--- config.mk ---
export PLATFORM = sky130hd
export DESIGN_NAME = cmd_frame_sequencer_flat
export DESIGN_NICKNAME = d
export VERILOG_FILES = /design/src/rtl/cmd_frame_sequencer_if.sv /design/src/rtl/cmd_frame_sequencer.sv /design/src/flat_wrapper.sv
export SDC_FILE = /design/constraint.sdc
export NUM_CORES = 1
export LEC_CHECK = 0
export ABC_AREA = 1
export BUFFER_PORTS_ARGS = -buffer_cell sky130_fd_sc_hd__buf_4
export CORE_ASPECT_RATIO = 0.8
export CORE_MARGIN = 8
export CORE_UTILIZATION = 55
export CTS_CLUSTER_DIAMETER = 100
export DETAILED_ROUTE_END_ITERATION = 6
export PLACE_DENSITY = 0.68
export SLEW_MARGIN = 20
export SYNTH_ARGS = -nofsm -noshare
export SYNTH_HDL_FRONTEND = slang
export SYNTH_SLANG_ARGS = --single-unit
--- constraint.sdc ---
create_clock -name clk -period 3.3 [get_ports clk]
set_input_delay 0 -clock clk [delete_from_list [all_inputs] [get_ports clk]]
set_output_delay 0 -clock clk [all_outputs]
set_load 0.005 [all_outputs]
--- src/rtl/cmd_frame_sequencer_if.sv ---
// cmd_frame_sequencer_if: word-stream input, frame-buffer read port and frame
// status for cmd_frame_sequencer. The sequencer attaches through the slave
// modport; the producer/consumer side uses master. err_crc exists only when
// CMD_CHECKSUM_EN is defined.
interface cmd_frame_sequencer_if;
    logic        word_stb;
    logic [15:0] word_in;
    logic [5:0]  rd_addr;
    logic [15:0] rd_data;
    logic        frame_valid;
    logic        frame_ack;
    logic [7:0]  frame_cnt;
    logic        busy;
    logic        err_timeout;
    logic        overrun;
`ifdef CMD_CHECKSUM_EN
    logic        err_crc;

    modport master (
        output word_stb, word_in, rd_addr, frame_ack,
        input  rd_data, frame_valid, frame_cnt, busy, err_timeout, overrun, err_crc
    );
    modport slave (
        input  word_stb, word_in, rd_addr, frame_ack,
        output rd_data, frame_valid, frame_cnt, busy, err_timeout, overrun, err_crc
    );
`else
    modport master (
        output word_stb, word_in, rd_addr, frame_ack,
        input  rd_data, frame_valid, frame_cnt, busy, err_timeout, overrun
    );
    modport slave (
        input  word_stb, word_in, rd_addr, frame_ack,
        output rd_data, frame_valid, frame_cnt, busy, err_timeout, overrun
    );
`endif
endinterface

--- src/rtl/cmd_frame_sequencer.sv ---
// cmd_frame_sequencer: assembles REG_MAX-word command frames from a stream of
// 16-bit SPI words. A frame starts with the CM_COMMAND header word; a header
// seen mid-frame restarts the frame. A completed frame is held (writes
// blocked) until the consumer acks it. Gaps longer than TIMEOUT_CYC abort a
// partial frame.
// Optional feature macro: CMD_CHECKSUM_EN -- last word is the mod-2^16 sum of
// the preceding words; a mismatch pulses err_crc and discards the frame.
module cmd_frame_sequencer #(
    parameter logic [15:0] CM_COMMAND  = 16'h434D,
    parameter int          REG_MAX     = 50,
    parameter int          TIMEOUT_CYC = 50000
) (
    input logic                  clk,
    input logic                  rst,
    cmd_frame_sequencer_if.slave bus
);

    localparam int          TW       = $clog2(TIMEOUT_CYC + 1);
    localparam logic [5:0]  IDX_LAST = 6'(REG_MAX - 1);
    localparam logic [TW-1:0] TMO_LAST = TW'(TIMEOUT_CYC - 1);

    typedef enum logic [1:0] {
        S_IDLE    = 2'd0,
        S_COLLECT = 2'd1,
        S_HOLD    = 2'd2
    } state_t;

    state_t        state;
    logic [5:0]    idx;
    logic [TW-1:0] timer;
    logic          frame_valid_q;
    logic          busy_q;
    logic          err_timeout_q;
    logic          overrun_q;
    logic [7:0]    frame_cnt_q;
    logic [15:0]   rd_data_q;
`ifdef CMD_CHECKSUM_EN
    logic [15:0]   sum;
    logic          err_crc_q;
`endif

    logic [15:0]   mem [0:REG_MAX-1];
    logic          hdr;
    logic          wr_en;
    logic [5:0]    wr_addr;

    assign hdr = bus.word_stb && (bus.word_in == CM_COMMAND);

    // Buffer write port: header goes to slot 0, data to the running index;
    // nothing is written in HOLD or while reset is asserted.
    always_comb begin
        wr_en   = 1'b0;
        wr_addr = idx;
        if (!rst) begin
            if (state == S_IDLE && hdr) begin
                wr_en   = 1'b1;
                wr_addr = 6'd0;
            end else if (state == S_COLLECT && bus.word_stb) begin
                wr_en   = 1'b1;
                wr_addr = hdr ? 6'd0 : idx;
            end
        end
    end

    // Frame buffer RAM; contents survive reset.
    always_ff @(posedge clk) begin
        if (wr_en) mem[wr_addr] <= bus.word_in;
    end

    // Registered read port; out-of-range addresses read as zero.
    always_ff @(posedge clk) begin
        if (rst)
            rd_data_q <= 16'h0000;
        else if (int'(bus.rd_addr) < REG_MAX)
            rd_data_q <= mem[bus.rd_addr];
        else
            rd_data_q <= 16'h0000;
    end

    // Frame FSM with all status outputs registered.
    always_ff @(posedge clk) begin
        if (rst) begin
            state         <= S_IDLE;
            idx           <= 6'd0;
            timer         <= '0;
            frame_valid_q <= 1'b0;
            busy_q        <= 1'b0;
            err_timeout_q <= 1'b0;
            overrun_q     <= 1'b0;
            frame_cnt_q   <= 8'd0;
`ifdef CMD_CHECKSUM_EN
            sum           <= 16'h0000;
            err_crc_q     <= 1'b0;
`endif
        end else begin
            err_timeout_q <= 1'b0;
            overrun_q     <= 1'b0;
`ifdef CMD_CHECKSUM_EN
            err_crc_q     <= 1'b0;
`endif
            case (state)
                S_IDLE: begin
                    if (hdr) begin
                        idx    <= 6'd1;
                        timer  <= '0;
                        busy_q <= 1'b1;
                        state  <= S_COLLECT;
`ifdef CMD_CHECKSUM_EN
                        sum    <= bus.word_in;
`endif
                    end
                end
                S_COLLECT: begin
                    if (bus.word_stb) begin
                        timer <= '0;
                        if (hdr) begin
                            // Resync: a header always restarts the frame.
                            idx <= 6'd1;
`ifdef CMD_CHECKSUM_EN
                            sum <= bus.word_in;
`endif
                        end else if (idx == IDX_LAST) begin
                            idx    <= 6'd0;
                            busy_q <= 1'b0;
`ifdef CMD_CHECKSUM_EN
                            if (bus.word_in != sum) begin
                                err_crc_q <= 1'b1;
                                state     <= S_IDLE;
                            end else begin
                                frame_valid_q <= 1'b1;
                                frame_cnt_q   <= frame_cnt_q + 8'd1;
                                state         <= S_HOLD;
                            end
`else
                            frame_valid_q <= 1'b1;
                            frame_cnt_q   <= frame_cnt_q + 8'd1;
                            state         <= S_HOLD;
`endif
                        end else begin
                            idx <= idx + 6'd1;
`ifdef CMD_CHECKSUM_EN
                            sum <= sum + bus.word_in;
`endif
                        end
                    end else if (timer == TMO_LAST) begin
                        // TIMEOUT_CYC idle clocks since the last word.
                        err_timeout_q <= 1'b1;
                        timer         <= '0;
                        idx           <= 6'd0;
                        busy_q        <= 1'b0;
                        state         <= S_IDLE;
                    end else begin
                        timer <= timer + 1'b1;
                    end
                end
                S_HOLD: begin
                    // Words arriving while a frame is held are dropped, even
                    // in the cycle the ack releases it.
                    if (bus.word_stb) overrun_q <= 1'b1;
                    if (bus.frame_ack) begin
                        frame_valid_q <= 1'b0;
                        state         <= S_IDLE;
                    end
                end
                default: begin
                    state  <= S_IDLE;
                    idx    <= 6'd0;
                    timer  <= '0;
                    busy_q <= 1'b0;
                end
            endcase
        end
    end

    assign bus.rd_data     = rd_data_q;
    assign bus.frame_valid = frame_valid_q;
    assign bus.frame_cnt   = frame_cnt_q;
    assign bus.busy        = busy_q;
    assign bus.err_timeout = err_timeout_q;
    assign bus.overrun     = overrun_q;
`ifdef CMD_CHECKSUM_EN
    assign bus.err_crc     = err_crc_q;
`endif

endmodule

--- src/flat_wrapper.sv ---
// flat-port wrapper written by rule: the top's interface ports become plain ports
module cmd_frame_sequencer_flat 
#(
    parameter logic [15:0] CM_COMMAND  = 16'h434D,
    parameter int          REG_MAX     = 50,
    parameter int          TIMEOUT_CYC = 50000
)
  (clk, rst, bus_word_stb, bus_word_in, bus_rd_addr, bus_frame_ack, bus_rd_data, bus_frame_valid, bus_frame_cnt, bus_busy, bus_err_timeout, bus_overrun);
  cmd_frame_sequencer_if bus_i ();
  input logic clk;
  input logic rst;
  input wire logic [$bits(bus_i.word_stb)-1:0] bus_word_stb;
  input wire logic [$bits(bus_i.word_in)-1:0] bus_word_in;
  input wire logic [$bits(bus_i.rd_addr)-1:0] bus_rd_addr;
  input wire logic [$bits(bus_i.frame_ack)-1:0] bus_frame_ack;
  output wire logic [$bits(bus_i.rd_data)-1:0] bus_rd_data;
  output wire logic [$bits(bus_i.frame_valid)-1:0] bus_frame_valid;
  output wire logic [$bits(bus_i.frame_cnt)-1:0] bus_frame_cnt;
  output wire logic [$bits(bus_i.busy)-1:0] bus_busy;
  output wire logic [$bits(bus_i.err_timeout)-1:0] bus_err_timeout;
  output wire logic [$bits(bus_i.overrun)-1:0] bus_overrun;
  assign bus_i.word_stb = bus_word_stb;
  assign bus_i.word_in = bus_word_in;
  assign bus_i.rd_addr = bus_rd_addr;
  assign bus_i.frame_ack = bus_frame_ack;
  assign bus_rd_data = bus_i.rd_data;
  assign bus_frame_valid = bus_i.frame_valid;
  assign bus_frame_cnt = bus_i.frame_cnt;
  assign bus_busy = bus_i.busy;
  assign bus_err_timeout = bus_i.err_timeout;
  assign bus_overrun = bus_i.overrun;
  cmd_frame_sequencer #(.CM_COMMAND(CM_COMMAND), .REG_MAX(REG_MAX), .TIMEOUT_CYC(TIMEOUT_CYC)) u_core (.clk(clk), .rst(rst), .bus(bus_i));
endmodule
# Yosys cells after proc, flatten, opt, wreduce, memory -nomap -nowiden

Memory sizes are Yosys's and may differ from the RTL's. A register that Yosys moved wholly into a read port is not among the register bits.
Cells that the tools add are included.

Add/subtract/negate cells: 3
Magnitude comparators: 1
Equality and inequality tests: 13
Mux-type cells: 39
Bitwise gates (word level): 4
Reduce and logical (&&, ||, !) cells: 14

Operators with widths:

| kind                                                  | number |
|---|---|
| two-way mux 6 bit                                     | 9 |
| two-way mux 16 bit                                    | 3 |
| case mux 16 bit (3 select lines)                      | 1 |
| case mux 6 bit (3 select lines)                       | 1 |
| adder 16 x 1 -> 16 bit, second input constant         | 1 |
| equality test 16 x 15 -> 1 bit, second input constant | 1 |
| equality test 16 bit, second input constant           | 1 |
| two-way mux 1 bit                                     | 16 |
| AND reduction 5 bit                                   | 3 |
| two-way mux 2 bit                                     | 6 |
| inequality test 3 bit, second input constant          | 3 |
| adder 8 x 1 -> 8 bit, second input constant           | 1 |
| inequality test 2 bit, second input constant          | 4 |
| adder 6 x 1 -> 6 bit, second input constant           | 1 |
| equality test 6 bit, second input constant            | 1 |
| < comparator 6 bit, second input constant             | 1 |
| case mux 2 bit (3 select lines)                       | 1 |
| NOT 1 bit                                             | 4 |
| AND reduction 4 bit                                   | 1 |
| OR reduction 2 bit                                    | 2 |
| logical AND 1 bit                                     | 3 |
| case mux 1 bit (3 select lines)                       | 1 |
| AND reduction 3 bit                                   | 1 |
| OR reduction 3 bit                                    | 1 |
| other kinds (7)                                       | 7 |

Bits in registers: 36
Bits in writable memories: 800
Input bits: 26
Output and inout port bits: 28
Logic and storage cells: 83
Memories kept: 1

Memories:

| name       | words | width | rd ports | clocked after Yosys merged registers in | wr ports | RTL line                  | text |
|---|---|---|---|---|---|---|---|
| u_core.mem | 50    | 16    | 1        | 1                                       | 1        | cmd_frame_sequencer.sv:42 | `logic [15:0] mem [0:REG_MAX-1];` |

# Longest topological paths before layout

Gate-level depths: netlist (run 1).

Depth after elaboration: 7
Mapped depth: 15
Depth with buffers taken out: 13

# Least setup slack after synthesis (run 1)

Ideal clock, no wire load.

Path kind: register to register
Start: register u_core.state[1]
End: memory u_core.mem[0][0] (enable)
Setup time: 0.388 ns
Arrival time: 1.950 ns
Required time: 2.912 ns
Path slack: 0.961 ns
Cell stages (with the launch flop): 8
Path through: dfxtp_1 > inv_1 > nand2_1 > inv_2 > nand2_1 > a21oi_4 > nand3_2 > nor2_1

Word-level cells in the longest chain between the ends: 7

Ends and longest elaborated chain:

| element                                 | RTL line                   | text |
|---|---|---|
| from (decl)                             | cmd_frame_sequencer.sv:28  | `state_t state;` |
| from (signal assigned)                  | cmd_frame_sequencer.sv:83  | `state <= S_IDLE;` |
| from (signal assigned)                  | cmd_frame_sequencer.sv:107 | `state <= S_COLLECT;` |
| from (signal assigned)                  | cmd_frame_sequencer.sv:137 | `state <= S_HOLD;` |
| equality test 2 x 1 -> 1 bit            | cmd_frame_sequencer.sv:58  | `end else if (state == S_COLLECT && bus.word_stb) begin` |
| logical AND 1 bit                       | cmd_frame_sequencer.sv:58  |  |
| two-way mux 1 bit                       | cmd_frame_sequencer.sv:58  |  |
| two-way mux 1 bit                       | cmd_frame_sequencer.sv:55  | `if (state == S_IDLE && hdr) begin` |
| two-way mux 1 bit                       | cmd_frame_sequencer.sv:54  | `if (!rst) begin` |
| two-way mux 1 bit                       | cmd_frame_sequencer.sv:67  | `if (wr_en) mem[wr_addr] <= bus.word_in;` |
| two-way mux 1 bit (implied by the code) | cmd_frame_sequencer.sv:67  |  |
| to (decl)                               | cmd_frame_sequencer.sv:42  |  |

Parallel ways exist; a longest one is shown, timed or not.

# Worst setup path in the final report (run 1)

Start: register u_core.state[1]
End: memory u_core.mem[31][10] (enable)

Same word-level chain as after synthesis.

==> summary.md, run 1 <==
| Metric | Value |
|---|---|
| Final GP Congestion | 0.941 |
| Status | completed |
| CTS Buffer Depth | 3 |
| Period utilisation layout | 86.1% |
| Max-slew violations | 0 |
| Clk_skew | 0.0201 ns |
| Mapped cell area | 35600 µm² |
| Required @ worst endpoint | 3.62 ns |
| Sequential-to-total area share from yosys stat | 70.5% |
| Final Setup Violations | 0 |
| DRT antenna net count | 0 |
| # port buffers | 53 |
| Die W | 300 µm |
| First-pass GRT wire length | 144 mm |
| Tot GR Track Use | 26.2% |
| Root Driver | clkbuf_16 |
| Peak fanout along the critical path | 17 |
| Rel. slew slack | 39.2% |
| Max H-tree Level | 3 |
| Hold Crit Class | input port to flip-flop |
| I/O Pins | 54 |
| Static leakage | 0.0151 µW |
| DR WL/cell | 22.5 µm |
| Critical Path Start Type | flip-flop |
| FP Rows | 83 |
| Die Ht | 243 µm |
| Total gr overflow | 0 |
| Num CTS Buffers | 83 |
| Finished Core Util | 62.2% |
| Clock sink count | 852 |
| DR vias/cell | 5.73 |
| RR Startpoint | u_core.state[1]$_SDFFE_PP0P_ |
| CP Class | flip-flop to flip-flop |
| Final Hold Viols | 0 |
| Syn-to-layout area delta | 12.1% |
| VDD IR-drop max | 0.535 mV |
| Drt pass-1 iters | 6 |
| RSZ-0062 raised after global routing | no |
| Slew @ Worst Pin | 0.912 ns |
| Worst-path clk slew | 0.06 ns |
| Synth Net Count | 3376 |
| PwrDens | 564 nW/µm² |
| Hold path start | bus_rd_addr[4] |
| Vias in the first global route | 23300 |
| Register bit count reported by yosys | 852 |
| Minimum clock period | 2.84 ns |
| Largest net degree at the start of global routing | 152 |
| Syn avg cell area | 10.6 µm² |
| Worst Path Arrival | 3.16 ns |
| Initial DRC Count | 3697 |
| Residual DRC | 0 |
| Multi-input logic area | 9090 µm² |
| Core Area | 64100 µm² |
| Initial antenna violation count | 2 |
| Worst-skew pair later-pin latency | 0.64 ns |
| Warnings from Yosys | 0 |
| Starting density of the core | 55.5% |
| Max Freq | 352 MHz |
| Critical path startpoint | u_core.state[1]$_SDFFE_PP0P_ |
| Layout cells sized above 1 | 8.23% |
| Yosys cell types | 35 |
| Setup_tns | 0 ns |
| WL final | 97.6 mm |
| CTS tree | done |
| Synth Instances | 3346 |
| Layout fillers | 5053 |
| # Max-Cap Violations | 0 |
| Vias | 24900 |
| NumNets Final | 3456 |
| Detail Placement HPWL | 59.0 mm |
| Post-CTS Resized | 0 |
| Die Area | 73100 µm² |
| Critical Path End Type | flip-flop |
| Register area | 25100 µm² |
## critical path, stage by stage (launching register included)
cell and delay [ns]:
dfxtp_1 0.33, inv_1 0.12, nand2_1 0.14, inv_2 0.28, nand2_1 0.24, a21oi_4 0.39, nand3_2 0.48, nor2_1 0.27
buf_4 0.28
## flip-flops by register name (all words and copies together) (netlist names)
name,flops
u_core.mem,800
u_core.bus.rd_data,16
u_core.timer,16
u_core.bus.frame_cnt,8
u_core.idx,6
u_core.state,2
u_core.bus.busy,1
u_core.bus.err_timeout,1
u_core.bus.frame_valid,1
u_core.bus.overrun,1
## repair_timing
| item | in CTS | in global routing |
|---|---|---|
| hold buffers | 12 | 0 |
| hold endpoints to repair | 105 | 0 |
| setup buffers | 0 | 0 |
## layout by cell type (no fill, tap or decap), types with 25 or more instances in the layout
cell type / Yosys / layout
clkbuf_16: 0 / 87
clkbuf_1: 50 / 25
edfxtp_1: 800 / 800
nand3_1: 306 / 306
inv_1: 150 / 150
dfxtp_1: 52 / 52
o21ai_0: 129 / 129
buf_4: 9 / 148
a21oi_1: 87 / 87
nand2_1: 1131 / 1131
nor2_1: 423 / 422
## final timing paths
kind,cells past startpoint,slack [ns],end
worst max register to register,8,0.46,u_core.mem[31][10]$_DFFE_PP_
worst min-delay path,5,0.04,u_core.bus.rd_data[1]$_SDFF_PP0_
worst max-delay path,8,0.46,u_core.mem[31][10]$_DFFE_PP_
worst min register to register,2,0.50,u_core.timer[1]$_SDFFE_PP0P_
## Yosys cell counts (all sizes together)
library cell / number / share of area [%]
o21ai: 135 / 1.9
xnor2: 4 / 0.099
or2: 1 / 0.018
nor4: 1 / 0.018
xor2: 8 / 0.20
clkbuf: 50 / 0.53
clkinv: 2 / 0.021
edfxtp: 800 / 68
dfxtp: 52 / 2.9
inv: 156 / 1.6
nor2: 427 / 4.6
o21bai: 3 / 0.063
buf: 124 / 1.8
nand3b: 4 / 0.084
nor3: 7 / 0.11
nand2: 1134 / 12
nand3: 312 / 4.5
and3: 7 / 0.12
nand4: 23 / 0.40
ha: 4 / 0.14
a211oi: 2 / 0.042
a21oi: 89 / 1.3
nor3b: 1 / 0.021
## per-stage QoR
step                      cell area (µm²)  hold slack, ns  power, µW  instances  setup WS [ns]
after floorplan                     35600          0.0946      12700       3346          0.961
after global placement              37100           0.211      13400       4179          0.572
after detailed placement            37100           0.201      13400       4179          0.451
after CTS                           39900         0.00313      22500       4339          0.515
after global routing                39900          0.0544      23100       4339          0.270
final                               39900          0.0433      22500       4340          0.458
## cell families (layout without fill, tap and decap cells)
family                     count (synthesis)  after routing  share of synthesized area (%)
adders and majority gates                  4              4                          0.141
other                                      0              1                              0
AOI/OAI and AO/OA                        229            229                           3.30
DFF                                      852            852                           70.5
xor gates and xnor gates                  12             12                          0.296
and+or+nand+nor                         1917           1917                           21.8
buffers and inverters                    332            475                           3.96
## where the power goes
part | switching, µW | total (µW) | internal (µW)
clock network | 3860 | 9290 | 5420
registers | 14.3 | 11800 | 11800
logic | 1020 | 1350 | 326
total | 4900 | 22500 | 17600
## routing by layer
metal	up-vias	track usage (%)	part of all wire [%]
met5	-	0	0
met4	0	6.08	2.0
met3	149	6.76	12
met2	1349	38.3	43
met1	12000	39.2	43
li1	11400	-	-
## cell type report
| cell class | count | share of cell area [%] |
|---|---|---|
| multi-input combinational | 2162 | 22.8 |
| clock inverter | 33 | 0.826 |
| inverter | 158 | 1.52 |
| tap | 850 | 2.67 |
| clock buffer | 115 | 5.80 |
| antenna | 1 | 0.00628 |
| sequential | 852 | 62.9 |
| timing repair buffer | 169 | 3.51 |
No activity file was read; power rests on OpenSTA's default activity.
==> inputs of run 2 (changes only) <==
- SETUP_SLACK_MARGIN: not set -> 0.5
==> run 2 against run 1 <==
Clock skew is 0.0019 ns lower. Combinational power about the same. Global-route usage unchanged. Critical path type unchanged. Flip-flop and latch count unchanged. Highest routed layer unchanged. Final cell count is essentially flat. Worst setup slack better by 0.21 ns.
==> summary.md, run 2 (synthesized netlist as in run 1, its figures left out) <==
| Metric | Value |
|---|---|
| Status | completed |
| NumNets Final | 3458 (+0.058%) |
| Root Driver | clkbuf_16 |
| WL final | 97.8 mm (+0.19%) |
| Final GP Congestion | 0.941 (unchanged) |
| Layout fillers | 5045 (-0.16%) |
| Reg with most FFs | u_core.mem |
| Post-route cell area | 39900 µm² (+0.13%) |
| Drt pass-1 iters | 6 (unchanged) |
| Total gr overflow | 0 (unchanged) |
| CTS Buffer Depth | 3 (unchanged) |
| I/O Pins | 54 (unchanged) |
| Num CTS Buffers | 83 (unchanged) |
| Initial DRC Count | 3622 (-2.0%) |
| Register area | 25100 µm² (unchanged) |
| Slew @ Worst Pin | 0.920 ns (+0.00806 ns) |
| Required @ worst endpoint | 3.60 ns (-0.02 ns) |
| Commonest cells after routing, fill and taps aside | nand2_1 (1131), edfxtp_1 (800), nor2_1 (422), nand3_1 (306), inv_1 (150) |
| Detail Placement HPWL | 59.0 mm (unchanged) |
| DR vias/cell | 5.73 (about the same) |
| FP Rows | 83 (unchanged) |
| Clk_skew | 0.0182 ns (-0.00188 ns) |
| Max H-tree Level | 3 (unchanged) |
| Largest net degree at the start of global routing | 152 (unchanged) |
| RSZ-0062 raised after global routing | no |
| Die W | 300 µm (unchanged) |
| Residual DRC | 0 (unchanged) |
| Final Hold Viols | 0 (unchanged) |
| # port buffers | 53 (unchanged) |
| Vias in the first global route | 23300 (unchanged) |
| Final Instance Count excl. Fillers | 4342 (+0.046%) |
| Critical Path End Type | flip-flop |
| Rel. slew slack | 38.7% (-0.54 points) |
| Setup_tns | 0 ns (unchanged) |
| CTS tree | done |
| VDD IR-drop max | 0.533 mV (-0.35%) |
| Core Area | 64100 µm² (unchanged) |
| DR WL/cell | 22.5 µm (+0.14%) |
| Placed insts | 4179 (unchanged) |
| Critical Path Start Type | flip-flop |
| Most common cell after layout, fill and taps aside | nand2_1 |
| Die Ht | 243 µm (unchanged) |
| Dpl cell area | 37100 µm² (unchanged) |
| Peak fanout along the critical path | 17 (unchanged) |
| Initial antenna violation count | 2 (unchanged) |
| Multi-input logic area | 9110 µm² (+0.25%) |
| Max Freq | 380 MHz (+7.9%) |
| Final Setup Violations | 0 (unchanged) |
| CP Class | flip-flop to flip-flop |
| DRT antenna net count | 0 (unchanged) |
| PwrDens | 563 nW/µm² (-0.13%) |
| Static leakage | 0.0151 µW (about the same) |
| Vias | 24900 (+0.0080%) |
| Tot GR Track Use | 26.2% (unchanged) |
| Hold Crit Class | input port to flip-flop |
| Max-slew violations | 0 (unchanged) |
| # Max-Cap Violations | 0 (unchanged) |
| Layout cells sized above 1 | 8.28% (+0.053 points) |
| Clock sink count | 852 (unchanged) |
| Minimum clock period | 2.63 ns (-0.209 ns) |
| Period utilisation layout | 79.8% (-6.3 points) |
| Worst Path Arrival | 2.94 ns (-0.22 ns) |
| Worst-skew pair later-pin latency | 0.64 ns (about the same) |
| Starting density of the core | 55.5% (unchanged) |
| Syn-to-layout area delta | 12.3% |
| Number of flip-flops in the largest register | 800 (unchanged) |
| Worst-path clk slew | 0.06 ns (about the same) |
| Die Area | 73100 µm² (unchanged) |
| First-pass GRT wire length | 144 mm (unchanged) |
## run 2: cell types whose count changed in the layout (fill, tap and decap cells not counted)
cell / change
buf_12: +1
nand3_4: +3
buf_4: +1
nand3_2: -3
## run 2: routing by layer
metal  up-vias  share of wire [%]  GRT usage (%)
li1      11400                  -              -
met1     12000                 43           39.2
met2      1331                 43           38.3
met3       159                 12           6.76
met4         0                2.2           6.08
met5         -                  0              0
## run 2: worst paths after layout
| path | from | end | slack (ns) | cells past startpoint |
|---|---|---|---|---|
| setup reg to reg | u_core.state[1]$_SDFFE_PP0P_ | u_core.mem[46][5]$_DFFE_PP_ | 0.67 | 9 |
| hold reg to reg | u_core.timer[1]$_SDFFE_PP0P_ | u_core.timer[1]$_SDFFE_PP0P_ | 0.50 | 2 |
| hold / removal | bus_rd_addr[4] | u_core.bus.rd_data[1]$_SDFF_PP0_ | 0.04 | 5 |
| setup / recovery | u_core.state[1]$_SDFFE_PP0P_ | u_core.mem[46][5]$_DFFE_PP_ | 0.67 | 9 |
## run 2: final cells by class
cell class	instances	area share (%)
diodes	1	0.00627
clock buffers	115	5.79
clock inverters	33	0.824
inverters	158	1.52
multi-input cells	2162	22.8
flip-flops and latches	852	62.8
well taps	850	2.66
repair buffers	171	3.57
## run 2: report_power, final
group / leakage, µW / switching (µW) / internal, µW
Clock: 0.00128 / 3860 / 5420
Sequential: 0.00761 / 14.6 / 11800
Combinational: 0.00622 / 1020 / 326
## run 2: critical path: stages (launching register included)
cell and delay, ns:
dfxtp_1 0.33, inv_1 0.12, nand2_1 0.13, inv_2 0.28
nand2_1 0.23, a21oi_4 0.19, buf_12 0.16, nand3_2 0.35
nor2_1 0.21, buf_4 0.28
## run 2: per-stage QoR
step           hold WS (ns)  utilization [%]  setup WS [ns]  total power (µW)
6_report             0.0393             62.3          0.667             22500
5_1_grt              0.0544             62.3          0.583             23100
4_1_cts             0.00313             62.2          0.515             22500
3_5_place_dp          0.201             57.9          0.451             13400
3_3_place_gp          0.211             57.9          0.572             13400
2_1_floorplan        0.0946                -          0.961             12700
## run 2: what timing repair did
| action | 4_1_cts | 5_1_grt |
|---|---|---|
| hold buffers | 12 | 0 |
| endpoints found under the hold margin | 105 | 0 |
| gates resized for setup | 0 | 3 |
| buffers inserted | 0 | 2 |
| endpoints found under the setup margin | 0 | 670 |
